`src/rtl/tetarto_meros.sv`:
```
// Scrolling 4-digit multiplexed 7-segment driver for the hex message "0123456789AbCdEF".
// Optional macro ANTIGHOST_EN blanks all anodes and segments for the first clock of each digit slot.
module tetarto_meros #(
  parameter int DIGIT_CYCLES = 16,
  parameter int SHIFT_CYCLES = 1024
) (
  input  logic reset,
  input  logic clk,
  output logic an3,
  output logic an2,
  output logic an1,
  output logic an0,
  output logic a,
  output logic b,
  output logic c,
  output logic d,
  output logic e,
  output logic f,
  output logic g,
  output logic dp
);

  localparam int DW = (DIGIT_CYCLES > 1) ? $clog2(DIGIT_CYCLES) : 1;
  localparam int SW = (SHIFT_CYCLES > 1) ? $clog2(SHIFT_CYCLES) : 1;
  localparam logic [DW-1:0] DIV_LAST   = DW'(DIGIT_CYCLES - 1);
  localparam logic [SW-1:0] SHIFT_LAST = SW'(SHIFT_CYCLES - 1);

  logic [DW-1:0] div_cnt_reg;
  logic [1:0]    dig_reg;
  logic [SW-1:0] shift_cnt_reg;
  logic [3:0]    ptr_reg;

  logic [3:0] sym;
  logic [3:0] an_next;
  logic [6:0] seg_next;
  logic       blank;

  // The 4-bit add wraps naturally, so the window rolls from F back to 0.
  always_comb begin
    sym = ptr_reg + {2'b00, dig_reg};
    seg_next = 7'b1111111;
    case (sym)
      4'h0: seg_next = 7'b0000001;
      4'h1: seg_next = 7'b1001111;
      4'h2: seg_next = 7'b0010010;
      4'h3: seg_next = 7'b0000110;
      4'h4: seg_next = 7'b1001100;
      4'h5: seg_next = 7'b0100100;
      4'h6: seg_next = 7'b0100000;
      4'h7: seg_next = 7'b0001111;
      4'h8: seg_next = 7'b0000000;
      4'h9: seg_next = 7'b0000100;
      4'hA: seg_next = 7'b0001000;
      4'hB: seg_next = 7'b1100000;
      4'hC: seg_next = 7'b0110001;
      4'hD: seg_next = 7'b1000010;
      4'hE: seg_next = 7'b0110000;
      default: seg_next = 7'b0111000;
    endcase
    an_next = ~(4'b1000 >> dig_reg);
`ifdef ANTIGHOST_EN
    blank = (div_cnt_reg == '0);
`else
    blank = 1'b0;
`endif
    if (blank) begin
      an_next  = 4'b1111;
      seg_next = 7'b1111111;
    end
  end

  always_ff @(posedge clk or posedge reset) begin
    if (reset) begin
      div_cnt_reg   <= '0;
      dig_reg       <= 2'd0;
      shift_cnt_reg <= '0;
      ptr_reg       <= 4'd0;
      {an3, an2, an1, an0}     <= 4'b1111;
      {a, b, c, d, e, f, g}    <= 7'b1111111;
      dp                       <= 1'b1;
    end else begin
      if (div_cnt_reg == DIV_LAST) begin
        div_cnt_reg <= '0;
        dig_reg     <= dig_reg + 2'd1;
      end else begin
        div_cnt_reg <= div_cnt_reg + DW'(1);
      end
      // Scroll timing runs independently of digit multiplexing.
      if (shift_cnt_reg == SHIFT_LAST) begin
        shift_cnt_reg <= '0;
        ptr_reg       <= ptr_reg + 4'd1;
      end else begin
        shift_cnt_reg <= shift_cnt_reg + SW'(1);
      end
      {an3, an2, an1, an0}  <= an_next;
      {a, b, c, d, e, f, g} <= seg_next;
      dp                    <= 1'b1;
    end
  end

endmodule

```
`config.mk`:
```
export PLATFORM = sky130hd
export DESIGN_NAME = tetarto_meros
export DESIGN_NICKNAME = d
export VERILOG_FILES = /design/src/rtl/tetarto_meros.sv
export SDC_FILE = /design/constraint.sdc
export NUM_CORES = 1
export LEC_CHECK = 0
export CAP_MARGIN = 25
export CORE_MARGIN = 8
export CORE_UTILIZATION = 35
export DETAILED_ROUTE_END_ITERATION = 12
export PLACE_DENSITY = 0.62
export SYNTH_ARGS = -nofsm -noshare
export SYNTH_HDL_FRONTEND = slang
export SYNTH_SLANG_ARGS = --single-unit
```
`constraint.sdc`:
```
create_clock -name clk -period 4.2 [get_ports clk]
set_input_delay 0.42 -clock clk [delete_from_list [all_inputs] [get_ports clk]]
set_output_delay 0.42 -clock clk [all_outputs]
set_load 0.01 [all_outputs]
```
# Word level (Yosys, flattened, before mapping)
# Memory sizes are Yosys's and may differ from the RTL's. A register that Yosys moved wholly into a read port is not among the register bits.
# Index checks and enable logic that the tools add are counted.
# W data, S select, Z words.
[word_totals] elab_cells=20 regBits=24 mem_count=1 output_inout_bits=12 rom_bits=112 inputBits=2
[classes] bitwise=1 mux=2 shifts=1 n_eq_ne=2 addsub=5
[mem_list] memory="(no name shown)" depth=16 width=7 read_ports=1 rd_ports_with_merged_regs=1 wr=0 line_no="42" rtl="case (sym)"
[op_table] operator="$add A10 B1 Y10 const B" count=1
[op_table] operator="$eq A10 B10 Y1 const B" count=1
[op_table] operator="$mux W10" count=1
[op_table] operator="$add A4 B1 Y4 const B" count=2
[op_table] operator="$add A4 B2 Y4" count=1
[op_table] operator="$eq A4 B4 Y1 const B" count=1
[op_table] operator="$mux W4" count=1
[op_table] operator="$not A4 Y4" count=1
[op_table] operator="$shr A4 B2 Y4 const A" count=1
[op_table] operator="$add A2 B1 Y2 const B" count=1

# Longest topological paths before layout
# Gate-level depths: netlist of the first run.
[depth] word_depth=2 mapped_depth=8

# Least setup slack after synthesis of the first run
# OpenSTA, ideal clock, no wires.
[synth_timing] kind="flip-flop to flip-flop" startpoint="register dig_reg[0]" endpoint="register a" stages_incl_launch_ff=9 slack_ns=2.212 path_buffers=0 setup_time_ns=0.084 period_less_slack_ns=1.988 arrival_time_ns=1.904 path_cell_list="dfrtp_1 > ha_1 > inv_1 > fa_1 > inv_1 > ha_1 > nand2_1 > a21oi_1 > a311o_1"
[synth_between] elab_chain_cells=1
[synth_rtl] element="start, declared" line_no="29" rtl="logic [1:0] dig_reg;"
[synth_rtl] element="start signal, assigned" line_no="84" rtl="dig_reg <= dig_reg + 2'd1;"
[synth_rtl] element="$add A4 B2 Y4" line_no="40" rtl="sym = ptr_reg + {2'b00, dig_reg};"
[synth_rtl] element="end, declared" line_no="13" rtl="output logic a,"
# No other way between the ends.
# A chain may end at the register's enable or synchronous reset.

# Worst setup path after layout of the first run
[layout_timing] startpoint="register dig_reg[0]" endpoint="register d"
[layout_between] elab_chain_cells=1
[layout_rtl] element="$add A4 B2 Y4" line_no="40"
[layout_rtl] element="end, declared" line_no="16" rtl="output logic d,"
# No other way between the ends.

==> results of run 1 <==
[worst max-delay path by stage]
stage	endpoint	from	slack [ns]
after global placement	a	dig_reg[0]	2.11
after global routing	g	dig_reg[0]	1.80
after CTS	d	dig_reg[0]	2.02
after detailed placement	d	dig_reg[0]	2.03
final	d	dig_reg[0]	2.03
after floorplan	a	dig_reg[0]	2.21
[cells by family after synthesis]
family,after synthesis,share of synthesized area [%]
adders and majority gates,16,12.95
AOI/OAI and AO/OA,22,10.38
other,1,0.2338
xor gates and xnor gates,12,6.552
muxes,5,3.198
buffers and inverters,18,5.850
and+or+nand+nor,35,11.62
DFF,31,49.22
[metal layers]
metal	GRT usage, %	share of wire (%)	up-vias
li1	-	-	515
met1	9.232	46	505
met2	12.42	49	13
met3	3.027	3.7	4
met4	3.768	1.0	0
met5	0	0	-
[cells in the mapped netlist, drive strengths merged]
cell,n
a21o,1
dfrtp,20
nor2,3
nand2,14
nand4,4
fa,1
nand3,8
and4,2
a22o,1
o31ai,2
xor2,5
dfstp,11
mux2i,4
a32oi,1
a31oi,1
o22ai,3
and3,2
xnor2,7
inv,13
o32ai,1
o21ai,5
nor2b,1
a2bb2oi,1
buf,5
a311o,2
conb,1
ha,15
mux2,1
and2b,1
a21oi,4
[power breakdown]
group	total, mW	leakage (nW)	internal [mW]	switching [mW]
registers	0.299	0.365	0.299	0
clock network	0.250	0.0515	0.149	0.100
logic	0.00996	0.453	0.00345	0.00651
total	0.559	0.870	0.452	0.107
[through the flow]
stage	std cells	power (mW)	hold WS (ns)	util, %
after floorplan	140	0.3096	0.4385	-
after detailed placement	200	0.3147	0.4731	40.41
after global routing	208	0.5775	0.4663	42.69
after CTS	208	0.5705	0.4374	42.69
after global placement	199	0.3112	0.4584	39.78
final	208	0.5590	0.4402	42.69
[area by class of cell]
class | instances | area [sq um]
multi-input combinational | 91 | 720.7
clock buffer | 8 | 100.1
timing repair buffer | 13 | 147.6
sequential | 31 | 789.5
tap | 52 | 65.06
fill | 417 | 2512
inverter | 13 | 48.80
[layout by cell type, fill, tap and decap left out, drive strengths merged, types with 4 or more instances in the layout]
cell type	count
nand2	14
xnor2	7
dfrtp	20
a21oi	4
ha	15
clkdlybuf4s50	12
mux2i	4
inv	13
xor2	5
nand3	8
nand4	4
dfstp	11
clkbuf	8
o21ai	5
==> flow_summary_export.csv, run 1 <==
group,metric,value,unit
outcome,status,"finished clean",
yosys,syn-num-nets,158,
run,maxCapViolations,0,
cells_and_area,insertedDiodeCount,0,
pwr,leakage,0.8698,nW
drt,wl_per_cell,12.85,microns
timing,skew,0.007318,ns
yosys,synth_seq_cells,31,
grt,grt_max_degree,24,
timing,relSlewSlack,58.74,%
grt,antenna_found_initial,0,
yosys,yosysUniqueCellTypes,33,
clocking,cts_root_buf,"clkbuf_8",
drt,firstDrtPassIters,4,
yosys,postSynthAreaPerCell,11.46,sq um
placed_design,place_area,1772,sq um
yosys,synth_top_area_share,31.20,%
timing,slew_violations,0,
drt,drt-total-wl,2673,microns
die,coreArea,4384,sq um
critical_path,critPathMaxStageDelay,0.58,ns
critical_path,crit_type,"reg -> reg",
die,die_y,83.70,microns
die,dieArea,7005,sq um
critical_path,startpoint_type,"flop",
clocking,cts_hold_buf,0,
critical_path,cp.depth,8,
placed_design,gp_congestion,0.7773,
cells_and_area,syn2layout_area_growth,16.69,%
clocking,clkTransAtPathRegs,0.06,ns
clocking,cts_tree,"done",
clocking,insertion_delay,0.27,ns
clocking,cts_buffers,5,
critical_path,endpoint_kind,"flop",
clocking,clockBufferDepth,2,
placed_design,port_buffers,12,
drt,drt-initial-drc-count,75,
timing,finalHoldViolations,0,
timing,finalWorstSetupSlack,2.027,ns
cells_and_area,drive_gt1_share,15.38,%
yosys,synthCells,140,
timing,setup_tns,0,ns
drt,final_antenna_net_count,0,
critical_path,cp_slowest_cell,"fa_1",
yosys,ys_top_cells_by_area,"dfrtp_1 31%, dfstp_2 18%, ha_1 12%",
worst_hold_path,hold_path_class,"in -> async",
die,ios,14,
pwr,ir_drop,0.0001904,V
critical_path,reg2reg_to,"d",
clocking,post_cts_resized,0,
critical_path,worst_ep_arrival_time,2.37,ns
placed_design,dpl_worst_slack,2.026,ns
timing,worst_pin_slew,0.6168,ns
yosys,netlist_area,1604,sq um
clocking,cts_sinks,31,
grt,grt_pass1_wl,4657,microns
cells_and_area,largest_reg_flops,10,
critical_path,worst-path-buf-inv,2,
critical_path,crit_family,"adder cells",
critical_path,cp_max_fo,5,
drt,vias,1037,
critical_path,crit_chain,"ha_1, inv_1, fa_1, inv_1, ha_1, nand2_1, a21oi_1, a311o_1",
yosys,yosysTopAreaCell,"dfrtp_1",
timing,finalCritPeriodShare,51.74,%
grt,grt_pass1_vias,1019,
grt,overflow,0,
timing,fmax,0.4602,GHz
placed_design,place_hpwl,2020,microns
die,rows,24,
timing,post-route-min-period,2.173,ns
timing,rsz0062_at_grt,"no",
clocking,post-cts-setup-buffers,0,
clocking,htreeDepth,2,
pwr,power_per_cell_area,298.6,nW/um^2
grt,gr-usage-all-layers,7.920,%
die,die_w,83.70,microns
cells_and_area,fin_area,1872,sq um
timing,finalSetupViolCount,0,
critical_path,rr_worst_depth,8,
drt,drc,0,
critical_path,rrSetupSlack,2.03,ns
die,initial_core_util,36.59,%
yosys,yosysSeqAreaShare,49.22,%
cells_and_area,nNetsFinal,173,
drt,routed_via_density,4.986,
critical_path,critPathRequiredTime,4.40,ns
critical_path,r2r-start,"dig_reg[0]",
yosys,yosys_warnings,0,
No activity file was read; power rests on OpenSTA's default activity.
==> inputs of run 2 (changes only) <==
==> constraint.sdc (replaced) <==
create_clock -name clk -period 2.13 [get_ports clk]
set_input_delay 0.213 -clock clk [delete_from_list [all_inputs] [get_ports clk]]
set_output_delay 0.213 -clock clk [all_outputs]
set_load 0.01 [all_outputs]
==> run 2 against run 1 <==
Compared with the run above:
- count of clock-buffer cells in the layout is 1 lower
- register-to-register slack worse by 1.9 ns
- sequential cell count unchanged
- global-route usage is 0.69 points higher
- largest cell class unchanged
- non-clock buffer count rose by 6
- total power is 87% higher
- cell count increased by 2.9%
- utilization up 0.14 points
- fmax up 10%
==> flow_summary_export.csv, run 2 (same netlist as run 1, synthesis figures left out) <==
group,metric,value,unit
timing,skew,0.002584,ns
pwr,leakage,0.8814,nW
drt,wl_per_cell,12.93,microns
timing,finalHoldViolations,0,
drt,vias,1046,
critical_path,startpoint_type,"flop",
placed_design,gp_congestion,0.7537,
grt,grt_pass1_wl,4899,microns
timing,finalSetupViolCount,0,
clocking,cts_tree,"done",
clocking,cts_buffers,5,
die,die_w,83.70,microns
clocking,cts_hold_buf,0,
critical_path,worst_ep_arrival_time,2.18,ns
pwr,combPwrFrac,1.4,%
clocking,post-cts-setup-buffers,0,
placed_design,place_hpwl,1981,microns
die,die_y,83.70,microns
clocking,htreeDepth,2,
critical_path,crit_family,"adder cells",
timing,rsz0062_at_grt,"no",
pwr,clockPowerShare,42.1,%
die,ios,14,
cells_and_area,syn2layout_area_growth,17.08,%
cells_and_area,nNetsFinal,179,
die,coreArea,4384,sq um
pwr,p_seq_share,56.4,%
timing,fmax,0.5062,GHz
pwr,p_sw,223.8,uW
timing,relSlewSlack,66.29,%
timing,finalCritPeriodShare,92.75,%
die,rows,24,
pwr,swShare,21.41,%
cells_and_area,largest_reg_flops,10,
die,dieArea,7005,sq um
drt,drc,0,
drt,firstDrtPassIters,4,
pwr,power_per_cell_area,556.7,nW/um^2
critical_path,cp_max_fo,9,
pwr,design_power_total,1.046,mW
grt,antenna_found_initial,0,
drt,drt-initial-drc-count,84,
clocking,cts_sinks,31,
pwr,p_int,821.7,uW
drt,routed_via_density,4.888,
run,maxCapViolations,0,
critical_path,crit_chain,"ha_1, inv_1, fa_1, xor2_1, buf_4, and3_1, a311o_1",
cells_and_area,final_common_cell,"dfrtp_1",
cells_and_area,drive_gt1_share,17.90,%
clocking,clkTransAtPathRegs,0.06,ns
pwr,ir_drop,0.0003388,V
die,initial_core_util,36.59,%
cells_and_area,insertedDiodeCount,0,
critical_path,r2r-start,"ptr_reg[0]",
critical_path,endpoint_kind,"flop",
drt,drt-total-wl,2768,microns
critical_path,crit_type,"reg -> reg",
worst_hold_path,hold_path_class,"in -> async",
grt,overflow,0,
clocking,cts_root_buf,"clkbuf_8",
grt,grt_pass1_vias,1054,
cells_and_area,final_cell_mix,"20 x dfrtp_1, 15 x ha_1, 14 x nand2_1",
grt,grt_max_degree,32,
critical_path,crit_start,"ptr_reg[0]",
cells_and_area,post-route-util,42.84,%
timing,post-route-min-period,1.976,ns
drt,final_antenna_net_count,0,
clocking,post_cts_resized,0,
timing,fin_hold_ws,0.3020,ns
clocking,clockBufferDepth,2,
timing,slew_violations,0,
critical_path,worst-path-buf-inv,2,
critical_path,cp_slowest_cell,"fa_1",
placed_design,port_buffers,12,
clocking,insertion_delay,0.28,ns
timing,worst_pin_slew,0.5057,ns
critical_path,critPathMaxStageDelay,0.41,ns
grt,gr-usage-all-layers,8.615,%
outcome,status,"finished clean",
timing,setup_tns,0,ns
critical_path,critPathRequiredTime,2.34,ns
[run 2: cell type report]
cell class / instances / area (sq um)
fillers: 419 / 2506
multi-input cells: 91 / 720.7
inverters: 13 / 48.80
clock inverters: 1 / 5.005
well taps: 52 / 65.06
flip-flops and latches: 31 / 789.5
clock buffers: 7 / 76.32
repair buffers: 19 / 172.7
[run 2: layer usage]
metal,GRT usage [%],vias to the layer above,part of all wire [%]
li1,-,520,-
met1,10.11,496,45
met2,12.84,24,48
met3,3.809,6,4.9
met4,4.553,0,1.9
met5,0,-,0
[run 2: final timing paths]
kind / endpoint / slack (ns) / cells after the start
min reg2reg: shift_cnt_reg[9] / 0.49 / 1
max reg2reg: d / 0.15 / 7
min in group clk: shift_cnt_reg[9] / 0.49 / 1
max in group asynchronous: an1 / 1.50 / 3
max: d / 0.15 / 7
min: div_cnt_reg[3] / 0.30 / 3
[run 2: stage by stage]
stage	worst slack (ns)	area (sq um)	instances
finish	0.1545	1878	214
global placement	0.2063	1797	206
global route	0.04780	1878	214
floorplan	0.1420	1604	140
detailed placement	0.1575	1797	206
CTS	0.1477	1878	214
[run 2: power by group through the flow]
stage / logic, mW / clock network (mW) / registers [mW]
floorplan: 0.0106 / 0 / 0.600
finish: 0.0149 / 0.441 / 0.590
global placement: 0.0153 / 0 / 0.600
CTS: 0.0159 / 0.455 / 0.590
detailed placement: 0.0159 / 0 / 0.600
global route: 0.0183 / 0.480 / 0.590
[run 2: worst register-to-register path, stage by stage (launching register included)]
cell and delay [ns]:
dfrtp_1 0.35, ha_1 0.20, inv_1 0.07, fa_1 0.41, xor2_1 0.18, buf_4 0.18
and3_1 0.20, a311o_1 0.32
